## config.mk

```make
export PLATFORM = sky130hd
export DESIGN_NAME = pc_sequencer_flat
export DESIGN_NICKNAME = d
export VERILOG_FILES = /design/src/rtl/pc_sequencer_if.sv /design/src/rtl/pc_sequencer.sv /design/src/flat_wrapper.sv
export SDC_FILE = /design/constraint.sdc
export NUM_CORES = 1
export LEC_CHECK = 0
export ABC_AREA = 1
export BUFFER_PORTS_ARGS = -buffer_cell sky130_fd_sc_hd__buf_4
export CORE_UTILIZATION = 54
export CTS_CLUSTER_SIZE = 16
export DETAILED_ROUTE_END_ITERATION = 12
export PLACE_DENSITY = 0.93
export SYNTH_ARGS = -nofsm -noshare
export SYNTH_HDL_FRONTEND = slang
export SYNTH_SLANG_ARGS = --single-unit
```

## constraint.sdc

```tcl
create_clock -name clk -period 2.8 [get_ports clk]
set_input_delay 0.14 -clock clk [delete_from_list [all_inputs] [get_ports clk]]
set_output_delay 0.14 -clock clk [all_outputs]
set_load 0.05 [all_outputs]
```

## src/rtl/pc_sequencer_if.sv

```systemverilog
// Signal bundle between the next-PC sequencer and the rest of the CPU front end:
// PC register, redirect producers and the instruction-memory fetch handshake.
interface pc_sequencer_if;
  logic [31:0] pc_cur;
  logic        hazard_stall;
  logic        br_taken;
  logic [31:0] br_target;
  logic        jmp_valid;
  logic [31:0] jmp_target;
  logic        exc_req;
  logic        eret_req;
  logic [31:0] epc;
  logic        imem_req;
  logic        imem_ack;
  logic [31:0] pc_in;
  logic        pc_stall;
  logic        flush_if;
  logic        flush_id;
  logic        if_timeout;
  logic [31:0] redirect_cnt;

  // Sequencer side
  modport master (
    input  pc_cur, hazard_stall, br_taken, br_target, jmp_valid, jmp_target,
    input  exc_req, eret_req, epc, imem_ack,
    output imem_req, pc_in, pc_stall, flush_if, flush_id, if_timeout, redirect_cnt
  );

  // CPU / memory side
  modport slave (
    output pc_cur, hazard_stall, br_taken, br_target, jmp_valid, jmp_target,
    output exc_req, eret_req, epc, imem_ack,
    input  imem_req, pc_in, pc_stall, flush_if, flush_id, if_timeout, redirect_cnt
  );
endinterface

```

## src/rtl/pc_sequencer.sv

```systemverilog
// Next-PC controller: arbitrates exception/eret/branch/jump redirects, sequences the
// single-outstanding instruction fetch and holds any redirect the PC cannot take yet.
module pc_sequencer #(
  parameter logic [31:0] RESET_PC   = 32'hF000_0000,
  parameter logic [31:0] EXC_VEC    = 32'h8000_0180,
  parameter logic [7:0]  WAIT_LIMIT = 8'd255
) (
  input  logic           clk,
  input  logic           reset,
  pc_sequencer_if.master bus
);

  localparam logic [1:0] LVL_JMP  = 2'd0;
  localparam logic [1:0] LVL_BR   = 2'd1;
  localparam logic [1:0] LVL_ERET = 2'd2;
  localparam logic [1:0] LVL_EXC  = 2'd3;

  typedef enum logic [1:0] {
    ST_BOOT  = 2'd0,
    ST_FETCH = 2'd1,
    ST_WAIT  = 2'd2
  } state_t;

  state_t      state_r;
  state_t      state_nxt_s;
  logic        pend_vld_r;
  logic        pend_vld_nxt_s;
  logic [1:0]  pend_lvl_r;
  logic [1:0]  pend_lvl_nxt_s;
  logic [31:0] pend_tgt_r;
  logic [31:0] pend_tgt_nxt_s;
  logic [7:0]  wait_cnt_r;
  logic [7:0]  wait_cnt_nxt_s;
  logic        if_timeout_r;
  logic        if_timeout_nxt_s;
  logic [31:0] redirect_cnt_r;
  logic [31:0] redirect_cnt_nxt_s;

  logic        live_vld_s;
  logic [1:0]  live_lvl_s;
  logic [31:0] live_tgt_s;
  logic        eff_vld_s;
  logic [1:0]  eff_lvl_s;
  logic [31:0] eff_tgt_s;
  logic        fetching_s;
  logic        adv_s;

  // Pick the highest-priority redirect source asserted this cycle
  always_comb begin
    live_vld_s = 1'b1;
    live_lvl_s = LVL_JMP;
    live_tgt_s = bus.jmp_target;
    if (bus.exc_req) begin
      live_lvl_s = LVL_EXC;
      live_tgt_s = EXC_VEC;
    end else if (bus.eret_req) begin
      live_lvl_s = LVL_ERET;
      live_tgt_s = bus.epc;
    end else if (bus.br_taken) begin
      live_lvl_s = LVL_BR;
      live_tgt_s = bus.br_target;
    end else if (bus.jmp_valid) begin
      live_lvl_s = LVL_JMP;
      live_tgt_s = bus.jmp_target;
    end else begin
      live_vld_s = 1'b0;
    end
  end

  // A held redirect wins ties against a live one of the same level
  always_comb begin
    eff_vld_s = live_vld_s;
    eff_lvl_s = live_lvl_s;
    eff_tgt_s = live_tgt_s;
    if (pend_vld_r && (!live_vld_s || (pend_lvl_r >= live_lvl_s))) begin
      eff_vld_s = 1'b1;
      eff_lvl_s = pend_lvl_r;
      eff_tgt_s = pend_tgt_r;
    end else begin
      eff_vld_s = live_vld_s;
    end
  end

  // Fetch FSM next state, wait counter and sticky timeout
  always_comb begin
    state_nxt_s      = state_r;
    wait_cnt_nxt_s   = wait_cnt_r;
    if_timeout_nxt_s = if_timeout_r;
    fetching_s       = 1'b0;
    case (state_r)
      ST_BOOT: begin
        state_nxt_s    = ST_FETCH;
        wait_cnt_nxt_s = 8'd0;
      end
      ST_FETCH: begin
        fetching_s = 1'b1;
        if (bus.imem_ack) begin
          state_nxt_s    = ST_FETCH;
          wait_cnt_nxt_s = 8'd0;
        end else begin
          state_nxt_s    = ST_WAIT;
          wait_cnt_nxt_s = 8'd1;
        end
      end
      ST_WAIT: begin
        fetching_s = 1'b1;
        if (bus.imem_ack) begin
          state_nxt_s    = ST_FETCH;
          wait_cnt_nxt_s = 8'd0;
        end else if (wait_cnt_r < WAIT_LIMIT) begin
          state_nxt_s    = ST_WAIT;
          wait_cnt_nxt_s = wait_cnt_r + 8'd1;
        end else begin
          state_nxt_s    = ST_WAIT;
          wait_cnt_nxt_s = WAIT_LIMIT;
        end
        if (wait_cnt_r >= WAIT_LIMIT) begin
          if_timeout_nxt_s = 1'b1;
        end else begin
          if_timeout_nxt_s = if_timeout_r;
        end
      end
      default: begin
        state_nxt_s    = ST_BOOT;
        wait_cnt_nxt_s = 8'd0;
      end
    endcase
  end

  // Exceptions and eret are allowed to bypass the load-use stall
  always_comb begin
    adv_s = !reset && fetching_s && bus.imem_ack &&
            (!bus.hazard_stall || (eff_vld_s && (eff_lvl_s >= LVL_ERET)));
  end

  // Outputs towards PC register, pipeline and instruction memory
  always_comb begin
    bus.imem_req     = fetching_s && !reset;
    bus.pc_stall     = !adv_s;
    bus.flush_if     = adv_s && eff_vld_s;
    bus.flush_id     = adv_s && eff_vld_s && (eff_lvl_s != LVL_JMP);
    bus.if_timeout   = if_timeout_r;
    bus.redirect_cnt = redirect_cnt_r;
    if (reset || (state_r == ST_BOOT)) begin
      bus.pc_in = RESET_PC;
    end else if (!adv_s) begin
      bus.pc_in = bus.pc_cur;
    end else if (eff_vld_s) begin
      bus.pc_in = eff_tgt_s;
    end else begin
      bus.pc_in = bus.pc_cur + 32'd4;
    end
  end

  // Consume the redirect on advance, otherwise hold the strongest one seen
  always_comb begin
    pend_vld_nxt_s     = pend_vld_r;
    pend_lvl_nxt_s     = pend_lvl_r;
    pend_tgt_nxt_s     = pend_tgt_r;
    redirect_cnt_nxt_s = redirect_cnt_r;
    if (adv_s) begin
      pend_vld_nxt_s     = 1'b0;
      redirect_cnt_nxt_s = eff_vld_s ? (redirect_cnt_r + 32'd1) : redirect_cnt_r;
    end else if (live_vld_s && (!pend_vld_r || (live_lvl_s > pend_lvl_r))) begin
      pend_vld_nxt_s = 1'b1;
      pend_lvl_nxt_s = live_lvl_s;
      pend_tgt_nxt_s = live_tgt_s;
    end else begin
      pend_vld_nxt_s = pend_vld_r;
    end
  end

  // State and bookkeeping registers
  always_ff @(posedge clk) begin
    if (reset) begin
      state_r        <= ST_BOOT;
      pend_vld_r     <= 1'b0;
      pend_lvl_r     <= LVL_JMP;
      pend_tgt_r     <= 32'd0;
      wait_cnt_r     <= 8'd0;
      if_timeout_r   <= 1'b0;
      redirect_cnt_r <= 32'd0;
    end else begin
      state_r        <= state_nxt_s;
      pend_vld_r     <= pend_vld_nxt_s;
      pend_lvl_r     <= pend_lvl_nxt_s;
      pend_tgt_r     <= pend_tgt_nxt_s;
      wait_cnt_r     <= wait_cnt_nxt_s;
      if_timeout_r   <= if_timeout_nxt_s;
      redirect_cnt_r <= redirect_cnt_nxt_s;
    end
  end

endmodule

```

## src/flat_wrapper.sv

```systemverilog
// flat-port wrapper written by rule: the top's interface ports become plain ports
module pc_sequencer_flat 
#(
  parameter logic [31:0] RESET_PC   = 32'hF000_0000,
  parameter logic [31:0] EXC_VEC    = 32'h8000_0180,
  parameter logic [7:0]  WAIT_LIMIT = 8'd255
)
  (clk, reset, bus_pc_cur, bus_hazard_stall, bus_br_taken, bus_br_target, bus_jmp_valid, bus_jmp_target, bus_exc_req, bus_eret_req, bus_epc, bus_imem_ack, bus_imem_req, bus_pc_in, bus_pc_stall, bus_flush_if, bus_flush_id, bus_if_timeout, bus_redirect_cnt);
  pc_sequencer_if bus_i ();
  input  logic clk;
  input  logic reset;
  input wire logic [$bits(bus_i.pc_cur)-1:0] bus_pc_cur;
  input wire logic [$bits(bus_i.hazard_stall)-1:0] bus_hazard_stall;
  input wire logic [$bits(bus_i.br_taken)-1:0] bus_br_taken;
  input wire logic [$bits(bus_i.br_target)-1:0] bus_br_target;
  input wire logic [$bits(bus_i.jmp_valid)-1:0] bus_jmp_valid;
  input wire logic [$bits(bus_i.jmp_target)-1:0] bus_jmp_target;
  input wire logic [$bits(bus_i.exc_req)-1:0] bus_exc_req;
  input wire logic [$bits(bus_i.eret_req)-1:0] bus_eret_req;
  input wire logic [$bits(bus_i.epc)-1:0] bus_epc;
  input wire logic [$bits(bus_i.imem_ack)-1:0] bus_imem_ack;
  output wire logic [$bits(bus_i.imem_req)-1:0] bus_imem_req;
  output wire logic [$bits(bus_i.pc_in)-1:0] bus_pc_in;
  output wire logic [$bits(bus_i.pc_stall)-1:0] bus_pc_stall;
  output wire logic [$bits(bus_i.flush_if)-1:0] bus_flush_if;
  output wire logic [$bits(bus_i.flush_id)-1:0] bus_flush_id;
  output wire logic [$bits(bus_i.if_timeout)-1:0] bus_if_timeout;
  output wire logic [$bits(bus_i.redirect_cnt)-1:0] bus_redirect_cnt;
  assign bus_i.pc_cur = bus_pc_cur;
  assign bus_i.hazard_stall = bus_hazard_stall;
  assign bus_i.br_taken = bus_br_taken;
  assign bus_i.br_target = bus_br_target;
  assign bus_i.jmp_valid = bus_jmp_valid;
  assign bus_i.jmp_target = bus_jmp_target;
  assign bus_i.exc_req = bus_exc_req;
  assign bus_i.eret_req = bus_eret_req;
  assign bus_i.epc = bus_epc;
  assign bus_i.imem_ack = bus_imem_ack;
  assign bus_imem_req = bus_i.imem_req;
  assign bus_pc_in = bus_i.pc_in;
  assign bus_pc_stall = bus_i.pc_stall;
  assign bus_flush_if = bus_i.flush_if;
  assign bus_flush_id = bus_i.flush_id;
  assign bus_if_timeout = bus_i.if_timeout;
  assign bus_redirect_cnt = bus_i.redirect_cnt;
  pc_sequencer #(.RESET_PC(RESET_PC), .EXC_VEC(EXC_VEC), .WAIT_LIMIT(WAIT_LIMIT)) u_core (.clk(clk), .reset(reset), .bus(bus_i));
endmodule
```

# == Yosys cells after proc, flatten, opt, wreduce, memory -nomap -nowiden ==
# Cells that the tools add are included.
# classes
mul,0
bitwise_logic,1
n_mux,23
eq_ne,2
n_lt_le_gt_ge,5
n_reduce_logical,24
add_sub_neg,3
div_mod_pow,0
n_shift,0
# op_table
op,n
$mux W32,7
$add A32 B1 Y32 const B,1
$add A32 B3 Y32 const B,1
$mux W8,2
$pmux W8 S2,1
$add A8 B1 Y8 const B,1
$ge A8 B8 Y1 const B,1
$logic_and A1 B1 Y1,8
$lt A8 B8 Y1 const B,1
$mux W1,8
$mux W2,4
$reduce_and A2 Y1,3
$logic_not A1 Y1,5
$logic_or A1 B1 Y1,4
$pmux W2 S2,1
$reduce_or A2 Y1,2
$eq A2 B1 Y1 const B,1
$eq A2 B2 Y1 const B,1
$ge A2 B2 Y1,1
$ge A2 B2 Y1 const B,1
$gt A2 B2 Y1,1
$logic_not A2 Y1,1
$reduce_bool A2 Y1,1
$not A1 Y1,1
# totals
latchBits,0
ram_bits,0
mem_count,0
wordCells,65
output_inout_bits,69
inputBits,136
regBits,78
rom_bits,0

# == Longest topological paths before layout ==
# depth
ltp_word,14
ltp_mapped,20
depth_no_buf,17

# == Worst setup path before layout ==
# Ideal clock, no wire load.
# synth_timing
kind,in2out
from,input port bus_eret_req
to,output port bus_flush_id
n_path_buf,4
required_time_ns,2.660
setup_slack_ns,0.015
arrival_ns,2.645
stages,16
path_cell_list,inv_1 > nor2_1 > buf_2 > buf_2 > nor2_1 > inv_1 > ha_1 > nand2_1 > nand2_1 > nand2_1 > nand2_1 > nand3_4 > buf_6 > nand3_2 > buf_4 > a31oi_1
# synth_via
elab_chain_cells,12
elab_cells_between_ends,17
classes_between,2 x order compare; 6 x mux; 9 x reduce/logical
# synth_rtl
item,line,source
from (decl),flat_wrapper.sv:19,input wire logic [$bits(bus_i.eret_req)-1:0] bus_eret_req;
$mux W2 or $mux W1 (tied branches),pc_sequencer.sv:56,end else if (bus.eret_req) begin
$mux W2 or $mux W1 (tied branches),pc_sequencer.sv:53,if (bus.exc_req) begin
$ge A2 B2 Y1 or $logic_not A1 Y1 (tied branches),pc_sequencer.sv:75,if (pend_vld_r && (!live_vld_s || (pend_lvl_r >= live_lvl_s))) begin
$logic_or A1 B1 Y1,pc_sequencer.sv:75,
$logic_and A1 B1 Y1,pc_sequencer.sv:75,
$mux W2,pc_sequencer.sv:75,
$ge A2 B2 Y1,pc_sequencer.sv:133,(!bus.hazard_stall || (eff_vld_s && (eff_lvl_s >= LVL_ERET)));
$logic_and A1 B1 Y1,pc_sequencer.sv:133,
$logic_or A1 B1 Y1,pc_sequencer.sv:133,
$logic_and A1 B1 Y1,pc_sequencer.sv:132,adv_s = !reset && fetching_s && bus.imem_ack &&
$logic_and A1 B1 Y1,pc_sequencer.sv:141,bus.flush_id = adv_s && eff_vld_s && (eff_lvl_s != LVL_JMP);
$logic_and A1 B1 Y1 (*),pc_sequencer.sv:141,
to (decl),flat_wrapper.sv:26,output wire logic [$bits(bus_i.flush_id)-1:0] bus_flush_id;
# Mark *: on every way between the ends. The rest lies on a longest branch, timed or not.

# == Worst setup path after layout ==
# layout_timing
from,register u_core.pend_lvl_r[1]
to,output port bus_pc_in[27]
# layout_via
elab_chain_cells,10
elab_cells_between_ends,13
classes_between,2 x order compare; 6 x mux; 5 x reduce/logical
# layout_rtl
item,line,source
from (decl),pc_sequencer.sv:28,logic [1:0] pend_lvl_r;
from (signal assigned),pc_sequencer.sv:186,pend_lvl_r <= pend_lvl_nxt_s;
$ge A2 B2 Y1,pc_sequencer.sv:75,
$logic_or A1 B1 Y1,pc_sequencer.sv:75,
$logic_and A1 B1 Y1,pc_sequencer.sv:75,
$mux W2,pc_sequencer.sv:75,
$ge A2 B2 Y1,pc_sequencer.sv:133,
$logic_and A1 B1 Y1,pc_sequencer.sv:133,
$logic_or A1 B1 Y1,pc_sequencer.sv:133,
$logic_and A1 B1 Y1,pc_sequencer.sv:132,
$mux W32 (*),pc_sequencer.sv:146,end else if (!adv_s) begin
$mux W32 (*),pc_sequencer.sv:144,if (reset || (state_r == ST_BOOT)) begin
to (decl),flat_wrapper.sv:23,output wire logic [$bits(bus_i.pc_in)-1:0] bus_pc_in;
# Marks and branches as above.

==> qor.yml <==
sta:
  max_slew.worst_pin.slew_ns: 0.8788
  hold_violations: 0
  setup_viol: 0
  fin_crit_ns: 2.670
  maxSlewHeadroom_pct: 41.35
  holdWs_ns: 0.1360
  grt_setup_unrepaired: "false"
  finalCritPeriodShare_pct: 95.36
  skew_ns: 0.007977
  fmax_ghz: 0.3745
  tns_ns: 0
  slew_violations: 0
floorplan:
  io_pins: 205
  dieArea_um2: 13520
  die_w_um: 116.3
  rows: 41
  start_util_pct: 55.65
  die_h_um: 116.3
  core_area_um2: 12670
pwr:
  switchingPower_mw: 1.382
  power_frac_comb_pct: 35.3
  clkPwrFrac_pct: 31.6
  power_density_nw_per_um2: 416.4
  p_seq_share_pct: 33.1
  power.total_mw: 3.765
  p_int_mw: 2.383
  ir_worst_vdd_v: 0.0003428
  leakage_nw: 4.227
  switching_share_pct: 36.71
worst_setup_path:
  r2r-start: "u_core.pend_lvl_r[1]"
  path_cells: "inv_1, ha_1, nand2_1, nand2_1, nand2_1, nand2_1, nand2_1, nand3_4, nand2_8, buf_4, nand2_1, nand2_1, nor2_1, buf_4"
  crit_start: "u_core.pend_lvl_r[1]"
  worst-path-stages: 14
  crit_type: "flop to primary output"
  arrival_ns: 2.53
  r2r-end: "u_core.pend_tgt_r[7]"
  cp.required_ns: 2.66
  crit_end: "bus_pc_in[27]"
  r2r_slack_ns: 0.43
  critPathTopFamily: "simple AND/OR/NAND/NOR gates"
  max_stage_delay_ns: 0.37
  crit_path_start_kind: "flop"
  r2r_cells: 12
  end_kind: "primary output"
  worst_path_most_repeated_cell: "nand2_1"
  path_buf_inv: 3
  cp_slowest_cell: "dfxtp_2"
  worstPathMaxFanout: 19
logic_synthesis:
  syn_avg_cell_area_um2: 5.445
  synthArstFlopShare_pct: 0
  mappedNetlistNets: 1440
  synth-xor-area-share_pct: 1.242
  yosysMostFrequentCell: "nand2_1"
  ys_ff_latch: 78
  yosys.area_share.simple_pct: 48.35
  yosys-mux-area-fraction_pct: 0
  syn_inst: 1295
  netlist-cell-type-count: 39
  netlist.area_leader.share_pct: 22.14
  ys_seq_area_share_pct: 22.14
  synth_common_cells: "nand2_1, nor2_1, inv_1"
  yosys.area_share.adder_pct: 1.597
  syn_area_um2: 7052
  synth_compound_area_share_pct: 15.01
  synth_flop_cell: "dfxtp_1"
  synth_top_family_by_area: "simple AND/OR/NAND/NOR gates"
  yosysTopAreaCell: "dfxtp_1"
  yosys_warnings: 0
  synth_edf_count: 0
  synth_area_leaders: "dfxtp_1, nand2_1, nor2_1, o21ai_0, inv_1"
grt:
  grt_overflow_total: 0
  antenna_found_initial: 0
  grt_pass1_wl_mm: 37.63
  grt_pass1_vias: 7972
  grt_max_degree: 54
  grt.total_usage_pct: 35.26
final_layout:
  antenna_cells: 0
  final_area_um2: 9042
  syn_to_final_growth_pct: 28.23
  fillers: 1101
  layout-drive-gt1-share_pct: 18.06
  nets: 1618
detailed_routing:
  drc: 0
  vias_per_cell: 5.579
  vias: 9206
  first_pass_iters: 6
  wl_per_cell_um: 14.56
  ant_nets: 0
  totalWireLength_mm: 24.02
  first_iter_violations: 1102
min_path:
  min_path_type: "primary input to flop"
  holdCritStartpoint: "reset"
  hold_depth: 2
cts:
  cts_tree: "built"
  clk_pin_slew_ns: 0.06
  clock-sinks: 78
  clock_tree.buffer_depth: 2
  h-tree-depth: 3
  cts_root_buf: "clkbuf_16"
  clock_latency_ns: 0.34
  numCtsBuffers: 9
placement:
  gp_congestion: 0.9904
  hpwl_mm: 18.15
  dpl_cell_area_um2: 8688
  port_buffers: 204
job:
  cap_violations: 0
run_status:
  status: "complete, no violations"
cells by family (layout without fill, tap and decap cells):
group                      Yosys count  in the layout
AOI/OAI and AO/OA                  202            202
xor gates and xnor gates            10             10
adders and majority gates            9              9
buffers and inverters              188            371
DFF                                 78             78
and+or+nand+nor                    808            808
through the flow:
| stage | cells | utilization, % | worst slack (ns) |
|---|---|---|---|
| floorplan | 1295 | - | 0.01491 |
| global placement | 1633 | 68.57 | 0.3823 |
| detailed placement | 1633 | 68.57 | 0.2620 |
| CTS | 1649 | 70.88 | 0.02241 |
| global route | 1650 | 71.36 | 0.02948 |
| finish | 1650 | 71.36 | 0.1300 |
flip-flops by register name, summed over array words and instances (netlist names):
name and cells:
u_core.state_r 2, u_core.wait_cnt_r 8, u_core.bus.redirect_cnt 32, u_core.pend_vld_r 1, u_core.bus.if_timeout 1, u_core.pend_tgt_r 32
u_core.pend_lvl_r 2
layout by cell type (no fill, tap or decap), drive strengths merged:
master / netlist / routed
a211oi: 1 / 1
a21boi: 1 / 1
a21oi: 83 / 83
a22oi: 2 / 2
a31o: 1 / 1
a31oi: 5 / 5
and3: 1 / 1
buf: 37 / 230
bufinv: 0 / 1
clkbuf: 27 / 13
clkinv: 2 / 4
dfxtp: 78 / 78
ha: 9 / 9
inv: 122 / 123
nand2: 411 / 411
nand3: 65 / 65
nand3b: 33 / 33
nand4: 20 / 20
nor2: 253 / 253
nor3: 18 / 18
nor3b: 1 / 1
o211ai: 6 / 6
o21ai: 99 / 99
o22ai: 1 / 1
o2bb2ai: 3 / 3
or2: 6 / 6
xnor2: 4 / 4
xor2: 6 / 6
power by group through the flow:
stage	registers [mW]	logic [mW]	clock network, mW
floorplan	1.26	0.838	0
finish	1.25	1.33	1.19
global placement	1.26	1.26	0
global route	1.25	1.45	1.24
CTS	1.24	1.29	1.18
detailed placement	1.26	1.28	0
area by class of cell:
class / count / area, um^2 / area share, %
Tap cell: 172 / 215.2 / 2.380
Inverter: 124 / 470.5 / 5.203
Sequential cell: 78 / 1563 / 17.28
Clock buffer: 12 / 236.5 / 2.615
Multi-Input combinational cell: 1029 / 4701 / 51.99
Timing Repair Buffer: 231 / 1800 / 19.91
Clock inverter: 4 / 56.30 / 0.6227
repair_timing:
action	CTS	global route
buffers inserted	0	0
gates resized for setup	0	8
hold buffers	0	0
endpoints found under the setup margin	0	32
how the worst min path moves through the flow:
| stage | end | slack [ns] |
|---|---|---|
| CTS | u_core.bus.if_timeout | 0.13 |
| detailed placement | u_core.bus.if_timeout | 0.46 |
| global route | u_core.bus.redirect_cnt[30] | 0.14 |
| finish | u_core.bus.if_timeout | 0.14 |
| floorplan | u_core.state_r[0] | 0.33 |
| global placement | u_core.bus.if_timeout | 0.44 |
layer usage:
metal,vias up,wire (um),global-route usage (%),part of all wire (%)
met5,-,0,0,0
met1,4071,9693,47.01,40
li1,4478,-,-,-
met3,67,2813,5.968,12
met2,590,10690,56.21,45
met4,0,818,14.70,3.4
No activity file was read; power rests on OpenSTA's default activity.
